`src/rtl/nibble_rx_pkg.sv`:
```
// Shared types and frame constants for the nibble serial receiver.
package nibble_rx_pkg;

  typedef enum logic [2:0] {
    ST_IDLE      = 3'd0,
    ST_START     = 3'd1,
    ST_DATA      = 3'd2,
    ST_STOP      = 3'd3,
    ST_WAIT_IDLE = 3'd4
  } rx_state_e;

  localparam int   FRAME_BITS = 6;
  localparam int   DATA_BITS  = 4;
  localparam logic IDLE_LEVEL = 1'b1;

endpackage

```
`src/rtl/nibble_serial_rx_sync_ff.sv`:
```
// Multi-stage single-bit synchroniser; resets to the idle (high) line level.
module sync_ff
  import nibble_rx_pkg::*;
#(
  parameter int STAGES = 2
) (
  input  logic clock,
  input  logic reset_n,
  input  logic d_i,
  output logic q_o
);

  logic [STAGES-1:0] sync_q;

  // Shift the async input through the flop chain
  always_ff @(posedge clock) begin
    if (!reset_n) begin
      sync_q <= {STAGES{IDLE_LEVEL}};
    end else begin
      sync_q <= {sync_q[STAGES-2:0], d_i};
    end
  end

  assign q_o = sync_q[STAGES-1];

endmodule

```
`src/rtl/nibble_serial_rx.sv`:
```
// Deserialises start/4-data/stop frames from an async line into a parallel nibble
// with one-clock valid and framing-error strobes.
module nibble_serial_rx
  import nibble_rx_pkg::*;
#(
  parameter int CLKS_PER_BIT = 16,
  parameter int SYNC_STAGES  = 2
) (
  input  logic       clock,
  input  logic       reset_n,
  input  logic       rx_serial,
  output logic [3:0] number,
  output logic       number_valid,
  output logic       frame_error,
  output logic       busy
);

  localparam int TICK_W = $clog2(CLKS_PER_BIT);
  localparam int BIT_W  = $clog2(DATA_BITS);
  localparam logic [TICK_W-1:0] HALF_M1  = TICK_W'(CLKS_PER_BIT / 2 - 1);
  localparam logic [TICK_W-1:0] FULL_M1  = TICK_W'(CLKS_PER_BIT - 1);
  localparam logic [BIT_W-1:0]  LAST_BIT = BIT_W'(DATA_BITS - 1);

  logic                 rxs;
  rx_state_e            state_q, state_d;
  logic [TICK_W-1:0]    tick_q, tick_d;
  logic [BIT_W-1:0]     bit_idx_q, bit_idx_d;
  logic [DATA_BITS-1:0] shift_q, shift_d;
  logic [DATA_BITS-1:0] number_q, number_d;
  logic                 valid_q, valid_d;
  logic                 ferr_q, ferr_d;
  logic                 busy_q, busy_d;

  sync_ff #(
    .STAGES (SYNC_STAGES)
  ) u_sync (
    .clock   (clock),
    .reset_n (reset_n),
    .d_i     (rx_serial),
    .q_o     (rxs)
  );

  // State, counters, shift register and registered outputs
  always_ff @(posedge clock) begin
    if (!reset_n) begin
      state_q   <= ST_IDLE;
      tick_q    <= '0;
      bit_idx_q <= '0;
      shift_q   <= '0;
      number_q  <= 4'h0;
      valid_q   <= 1'b0;
      ferr_q    <= 1'b0;
      busy_q    <= 1'b0;
    end else begin
      state_q   <= state_d;
      tick_q    <= tick_d;
      bit_idx_q <= bit_idx_d;
      shift_q   <= shift_d;
      number_q  <= number_d;
      valid_q   <= valid_d;
      ferr_q    <= ferr_d;
      busy_q    <= busy_d;
    end
  end

  // Next-state logic; tick counter restarts on every state entry
  always_comb begin
    state_d   = state_q;
    tick_d    = tick_q + TICK_W'(1);
    bit_idx_d = bit_idx_q;
    shift_d   = shift_q;
    number_d  = number_q;
    valid_d   = 1'b0;
    ferr_d    = 1'b0;

    case (state_q)
      ST_IDLE: begin
        tick_d = '0;
        if (rxs != IDLE_LEVEL) begin
          state_d = ST_START;
        end else begin
          state_d = ST_IDLE;
        end
      end

      ST_START: begin
        if (tick_q == HALF_M1) begin
          tick_d = '0;
          if (rxs == IDLE_LEVEL) begin
            state_d = ST_IDLE;
          end else begin
            state_d   = ST_DATA;
            bit_idx_d = '0;
          end
        end else begin
          state_d = ST_START;
        end
      end

      ST_DATA: begin
        if (tick_q == FULL_M1) begin
          tick_d             = '0;
          shift_d[bit_idx_q] = rxs;
          if (bit_idx_q == LAST_BIT) begin
            state_d = ST_STOP;
          end else begin
            bit_idx_d = bit_idx_q + BIT_W'(1);
          end
        end else begin
          state_d = ST_DATA;
        end
      end

      ST_STOP: begin
        if (tick_q == FULL_M1) begin
          tick_d = '0;
          if (rxs == IDLE_LEVEL) begin
            number_d = shift_q;
            valid_d  = 1'b1;
            state_d  = ST_IDLE;
          end else begin
            ferr_d  = 1'b1;
            state_d = ST_WAIT_IDLE;
          end
        end else begin
          state_d = ST_STOP;
        end
      end

      // Hold here so a stuck-low line cannot look like a fresh start bit
      ST_WAIT_IDLE: begin
        tick_d = '0;
        if (rxs == IDLE_LEVEL) begin
          state_d = ST_IDLE;
        end else begin
          state_d = ST_WAIT_IDLE;
        end
      end

      default: begin
        tick_d  = '0;
        state_d = ST_IDLE;
      end
    endcase

    busy_d = (state_d != ST_IDLE);
  end

  assign number       = number_q;
  assign number_valid = valid_q;
  assign frame_error  = ferr_q;
  assign busy         = busy_q;

endmodule
```
`config.mk`:
```
export PLATFORM = sky130hd
export DESIGN_NAME = nibble_serial_rx
export DESIGN_NICKNAME = d
export VERILOG_FILES = /design/src/rtl/nibble_rx_pkg.sv /design/src/rtl/nibble_serial_rx_sync_ff.sv /design/src/rtl/nibble_serial_rx.sv
export SDC_FILE = /design/constraint.sdc
export NUM_CORES = 1
export LEC_CHECK = 0
export ABC_CLOCK_PERIOD_IN_PS = 2600
export CAP_MARGIN = 20
export CORE_MARGIN = 5
export CORE_UTILIZATION = 60
export CTS_BUF_LIST = sky130_fd_sc_hd__clkbuf_2 sky130_fd_sc_hd__clkbuf_4 sky130_fd_sc_hd__clkbuf_8
export CTS_CLUSTER_SIZE = 30
export DETAILED_ROUTE_END_ITERATION = 12
export GPL_TIMING_DRIVEN = 1
export HOLD_SLACK_MARGIN = 0.02
export PLACE_DENSITY = 0.85
export SLEW_MARGIN = 30
export SYNTH_ARGS = -nofsm -noshare
export SYNTH_HDL_FRONTEND = slang
export SYNTH_SLANG_ARGS = --single-unit
```
`constraint.sdc`:
```
create_clock -name clock -period 2.6 [get_ports clock]
set_input_delay 0.26 -clock clock [delete_from_list [all_inputs] [get_ports clock]]
set_output_delay 0.26 -clock clock [all_outputs]
set_load 0.01 [all_outputs]
```
==> impl_metrics.env, run 1 <==
export IMPL_clock_latency_ns=0.31
export IMPL_post_place_ws_ns=0.720
export IMPL_fin_skew_ns=0.0101
export IMPL_dp_hpwl_mm=1.24
export IMPL_synthTopCellsByArea="dfxtp_1 (48%), ha_1 (6.7%), mux2i_1 (5.4%)"
export IMPL_yosysSeqAreaShare=0.475
export IMPL_worstPathBufferInverterCount=0
export IMPL_min_from="u_sync.sync_q[0]"
export IMPL_cp_start_kind="register"
export IMPL_cts_resized=0
export IMPL_grt_usage=0.161
export IMPL_syn_nets=105
export IMPL_die_y_um=49.3
export IMPL_routedWlPerCell_um=13.8
export IMPL_layout_common_cells="dfxtp_1 (22), nor2_1 (12), nand2_1 (10)"
export IMPL_numCtsBuffers=3
export IMPL_r2r_start="state_q[0]"
export IMPL_synth_warnings=0
export IMPL_period_needed_ns=1.68
export IMPL_status="completed"
export IMPL_end_kind="register"
export IMPL_drc=0
export IMPL_hold_depth=1
export IMPL_cp_data_required_time_ns=2.80
export IMPL_die_w_um=49.3
export IMPL_syn_mean_instance_area_um2=9.56
export IMPL_start_util=0.623
export IMPL_power_density_mw_per_mm2=582
export IMPL_drt_first_iter_violations=11
export IMPL_syn_to_final_growth_pct=16.3
export IMPL_postCtsSetupBuffers=0
export IMPL_rrSetupSlack_ns=0.92
export IMPL_route_vias_total=695
export IMPL_synth_area_um2=927
export IMPL_io_buffers=9
export IMPL_clkSlewWorstSetupHoldPaths_ns=0.13
export IMPL_grt_pass1_wl_mm=3.11
export IMPL_hold_end="u_sync.sync_q[1]"
export IMPL_die_area_mm2=0.00243
export IMPL_wirelength_mm=1.72
export IMPL_placed_area_mm2=0.00103
export IMPL_syn_instance_count=97
export IMPL_r2r_end="busy"
export IMPL_final_common_cell="dfxtp_1"
export IMPL_min_path_type="reg -> reg"
export IMPL_synth_cell_type_count=33
export IMPL_ctsHtreeMaxLevel=1
export IMPL_hold_buffers=0
export IMPL_hold_ws_ns=0.439
export IMPL_worst_slew_margin_rel=0.699
export IMPL_final_area_mm2=0.00108
export IMPL_postRouteAntennaNets=0
export IMPL_max_stage_delay_ns=0.54
export IMPL_drive_gt1_frac=0.0833
export IMPL_core_mm2=0.00149
export IMPL_fin_setup_tns_ns=0
export IMPL_synth_seq_cells=22
export IMPL_n_fill_cell=103
export IMPL_cts_root_buf="clkbuf_4"
export IMPL_cts_tree="yes"
export IMPL_rsz0062_at_grt="no"
export IMPL_fin_ws_ns=0.919
export IMPL_routabilityCongestion=0.805
export IMPL_grt_pass1_vias=694
export IMPL_overflow=0
export IMPL_path_cells="or3b_1 -> o221ai_1 -> a21oi_1 -> or3_1"
export IMPL_synth_top_area_share=0.475
export IMPL_viasPerCell=5.60
export IMPL_slowest_stage="dfxtp_1"
export IMPL_r2r_cells=4
export IMPL_antenna_found_initial=0
export IMPL_crit_fanout=12
export IMPL_hold_violations=0
export IMPL_dr_pass1_iters=4
export IMPL_setup_viol_count_final=0
export IMPL_cts_sinks=22
export IMPL_crit_type="reg -> reg"
export IMPL_placementRows=14
export IMPL_maxCapViolCount=0
export IMPL_crit_family="simple AND/OR/NAND/NOR gates"
export IMPL_crit_arrival_ns=1.88
export IMPL_irDropWorstVdd_v=0.000562
export IMPL_slew_viol_final=0
export IMPL_fin_crit_sh=0.647
export IMPL_yosysTopAreaCell="dfxtp_1"
export IMPL_antenna_cells=0
export IMPL_grt_start_max_net_pins=15
export IMPL_power_uw=628
export IMPL_io_pins=10
export IMPL_tightestPinTransition_ns=0.448
export IMPL_clk_path_buf_depth=2
export IMPL_layout_nets=117
export IMPL_p_leak_nw=0.430
export IMPL_fmax_ghz=0.595
[layer usage]
metal  GRT usage  up-vias  part of all wire
met4      0.0628        0            0.0082
li1            -      361                 -
met2       0.251       12              0.46
met3      0.0428        2             0.040
met1       0.207      320              0.49
met5           0        -                 0
[cell families after synthesis]
family	Yosys count	synth area share
simple gates	44	0.256
flops	22	0.475
compound gates	12	0.0918
buf+inv	7	0.0364
mux	5	0.0540
fa+ha+maj	5	0.0675
xor+xnor	2	0.0189
[area by class of cell]
class | instances | area [um^2] | area share
Clock buffer | 3 | 22.5 | 0.0209
Clock inverter | 1 | 30.0 | 0.0278
Inverter | 4 | 15.0 | 0.0139
Multi-Input combinational cell | 68 | 453 | 0.420
Sequential cell | 22 | 440 | 0.408
Tap cell | 16 | 20.0 | 0.0186
Timing Repair Buffer | 10 | 97.6 | 0.0905
[Yosys cell counts, drive strengths merged]
cell type  number
nor2b           1
a211o           1
o21ai           4
inv             4
xor2            1
and4            1
and4b           1
nand4b          1
dfxtp          22
nand2          10
a21oi           1
clkbuf          2
nand3           6
o221ai          1
xnor2           1
o21a            1
nor3b           1
nand4bb         1
or3             1
o221a           1
or4b            1
mux2i           5
a22oi           1
a31o            1
or3b            1
and3            1
o211ai          1
nand2b          3
nand4           1
nor2           12
buf             1
ha              5
nor3            2
[through the flow]
stage,util,std cells
floorplan,-,97
global placement,0.689,120
detailed placement,0.689,120
CTS,0.724,124
global route,0.724,124
finish,0.724,124
[worst register-to-register path, cell delays in order (launching register included)]
cell,delay (ns)
dfxtp_1,0.54
or3b_1,0.38
o221ai_1,0.21
a21oi_1,0.11
or3_1,0.34
[state kept, by name (all words and copies together) (netlist names)]
signal / count
bit_idx_q: 2
busy: 1
frame_error: 1
number: 4
number_valid: 1
shift_q: 4
state_q: 3
tick_q: 4
u_sync.sync_q: 2
[worst max-delay path by stage]
stage	from	end	cells after the start	slack [ns]
floorplan	tick_q[0]	busy	5	1.01
global placement	reset_n	busy	6	0.73
detailed placement	reset_n	busy	6	0.72
CTS	tick_q[0]	busy	5	0.94
global route	state_q[0]	bit_idx_q[0]	4	0.79
finish	state_q[0]	busy	4	0.92
[power by group]
group / switching (mW) / total (mW) / internal (mW)
registers: 0.00418 / 0.345 / 0.341
clock network: 0.106 / 0.262 / 0.156
logic: 0.0105 / 0.0211 / 0.0107
Note: power is estimated with default switching activity, not from simulation.
==> run 2, diff against run 1 <==
Settings changed: ABC_CLOCK_PERIOD_IN_PS 2600 to 1400, CORE_UTILIZATION 60 to 51, PLACE_DENSITY 0.85 to 0.77.
Clock period 2.6 ns to 1.4 ns, I/O delays scaled along.
==> run 2 against run 1 <==
Against the previous run:
- the flow now finishes with violations (setup timing)
- worst setup slack lost 1.1 ns
- critical path type unchanged
- highest routed layer unchanged
- flip-flop and latch count is the same
- clock power grew 4%
- die area grew 14%
- total power grew 55%
- critical path depth is the same
- sequential power grew 84%
- final cell count grew 24%
- global-route usage grew 1.9 points
- largest power group unchanged
- core utilization grew 5.2 points
==> impl_metrics.env, run 2 (synthesis gave the netlist of run 1 again) <==
export IMPL_r2r_end="busy"
export IMPL_clkSlewWorstSetupHoldPaths_ns=0.11
export IMPL_io_buffers=9
export IMPL_die_area_mm2=0.00277
export IMPL_dr_wl_met2_mm=1.18
export IMPL_hold_violations=0
export IMPL_grt_usage=0.180
export IMPL_highest_signal_layer="met4"
export IMPL_start_util=0.537
export IMPL_clock_latency_ns=0.30
export IMPL_crit_fanout=4
export IMPL_placementRows=15
export IMPL_ctsHtreeMaxLevel=1
export IMPL_grt_pass1_wl_mm=3.59
export IMPL_maxCapViolCount=0
export IMPL_min_path_type="in -> reg"
export IMPL_utilization=0.777
export IMPL_rrSetupSlack_ns=-0.19
export IMPL_cp_data_required_time_ns=1.59
export IMPL_layout_common_cells="buf_4 (18), dfxtp_1 (17), nor2_1 (12)"
export IMPL_cp_start_kind="register"
export IMPL_r2r_start="tick_q[3]"
export IMPL_overflow=0
export IMPL_layout_nets=139
export IMPL_cts_root_buf="clkbuf_4"
export IMPL_antenna_cells=0
export IMPL_wl_met3_um=139
export IMPL_hold_buffers=0
export IMPL_fin_skew_ns=0.00395
export IMPL_violations="setup timing"
export IMPL_slew_viol_final=0
export IMPL_drt_first_iter_violations=11
export IMPL_r2r_cells=4
export IMPL_dr_pass1_iters=5
export IMPL_period_needed_ns=1.59
export IMPL_tightestPinTransition_ns=0.361
export IMPL_grt_pass1_vias=775
export IMPL_wirelength_mm=2.42
export IMPL_cts_sinks=22
export IMPL_multi_input_area_um2=542
export IMPL_n_fill_cell=108
export IMPL_routedWlPerCell_um=15.7
export IMPL_drc=0
export IMPL_clk_path_buf_depth=2
export IMPL_hold_end="u_sync.sync_q[0]"
export IMPL_io_pins=10
export IMPL_fin_ws_ns=-0.192
export IMPL_regArea_um2=449
export IMPL_cts_tree="yes"
export IMPL_crit_type="reg -> reg"
export IMPL_crit_arrival_ns=1.79
export IMPL_placed_area_mm2=0.00116
export IMPL_min_from="rx_serial"
export IMPL_die_y_um=52.6
export IMPL_fin_crit_sh=1.14
export IMPL_grt_start_max_net_pins=14
export IMPL_worst_slew_margin_rel=0.759
export IMPL_antenna_found_initial=0
export IMPL_core_mm2=0.00173
export IMPL_hold_ws_ns=0.399
export IMPL_route_vias_total=842
export IMPL_status="finished with violations"
export IMPL_drt_met1_wl_mm=1.04
export IMPL_die_w_um=52.6
export IMPL_irDropWorstVdd_v=0.000990
export IMPL_hold_depth=2
export IMPL_dp_hpwl_mm=1.48
export IMPL_postRouteAntennaNets=0
export IMPL_rsz0062_at_grt="yes"
export IMPL_fin_setup_tns_ns=-0.660
export IMPL_routabilityCongestion=0.807
export IMPL_final_area_mm2=0.00134
export IMPL_numCtsBuffers=3
export IMPL_power_density_mw_per_mm2=725
export IMPL_p_leak_nw=0.551
export IMPL_syn_to_final_growth_pct=44.7
export IMPL_fmax_ghz=0.628
export IMPL_final_common_cell="buf_4"
export IMPL_end_kind="register"
export IMPL_setup_viol_count_final=10
export IMPL_viasPerCell=5.47
export IMPL_power_uw=973
export IMPL_drive_gt1_frac=0.395
## run 2: changes by cell type in the layout (fill, tap and decap cells not counted), moves of 3 or more
cell | before | now
buf_6 | 0 | 5
nand2_2 | 0 | 3
o21ai_0 | 4 | 0
dfxtp_2 | 0 | 4
o21ai_2 | 0 | 4
buf_4 | 1 | 18
nand3_2 | 0 | 4
dfxtp_1 | 22 | 17
nand2_1 | 10 | 7
nand3_1 | 6 | 1
## run 2: metal layers
metal  global-route usage  vias to the layer above
met2                0.291                       30
met5                    0                        -
li1                     -                      404
met4               0.0979                        0
met1                0.227                      398
met3               0.0256                       10
## run 2: what timing repair did
action | in CTS | in global routing
endpoints found under the setup margin | 6 | 14
gates cloned | 0 | 1
gates resized for setup | 7 | 26
buffers inserted | 5 | 0
pin swaps | 4 | 7
## run 2: how the worst max path moves through the flow
stage | start | endpoint | slack (ns) | cells past startpoint
finish | tick_q[3] | busy | -0.19 | 4
global route | tick_q[3] | busy | -0.22 | 6
CTS | tick_q[3] | bit_idx_q[0] | -0.11 | 4
detailed placement | reset_n | busy | -0.14 | 5
global placement | reset_n | busy | -0.11 | 5
floorplan | state_q[1] | bit_idx_q[0] | -0.08 | 5
## run 2: critical path: stages, from the launching register on
cell,delay (ns)
dfxtp_4,0.38
or3b_1,0.38
o221ai_1,0.28
a21oi_2,0.10
or3_1,0.35
## run 2: layout make-up
| type | count | area share |
|---|---|---|
| timing repair buffer | 32 | 0.210 |
| inverter | 4 | 0.0112 |
| sequential | 22 | 0.335 |
| multi-input combinational | 68 | 0.404 |
| tap | 25 | 0.0233 |
| clock buffer | 3 | 0.0168 |
## run 2: power by group
part / leakage [nW] / internal (mW) / switching, mW
combinational: 0.356 / 0.0314 / 0.0328
clock: 0.0138 / 0.100 / 0.172
sequential: 0.181 / 0.631 / 0.00499
total: 0.551 / 0.763 / 0.210
## run 2: through the flow
step                std cells  setup WS (ns)
CTS                       153         -0.115
global route              154         -0.217
global placement          145         -0.115
detailed placement        145         -0.139
floorplan                  97        -0.0823
finish                    154         -0.192
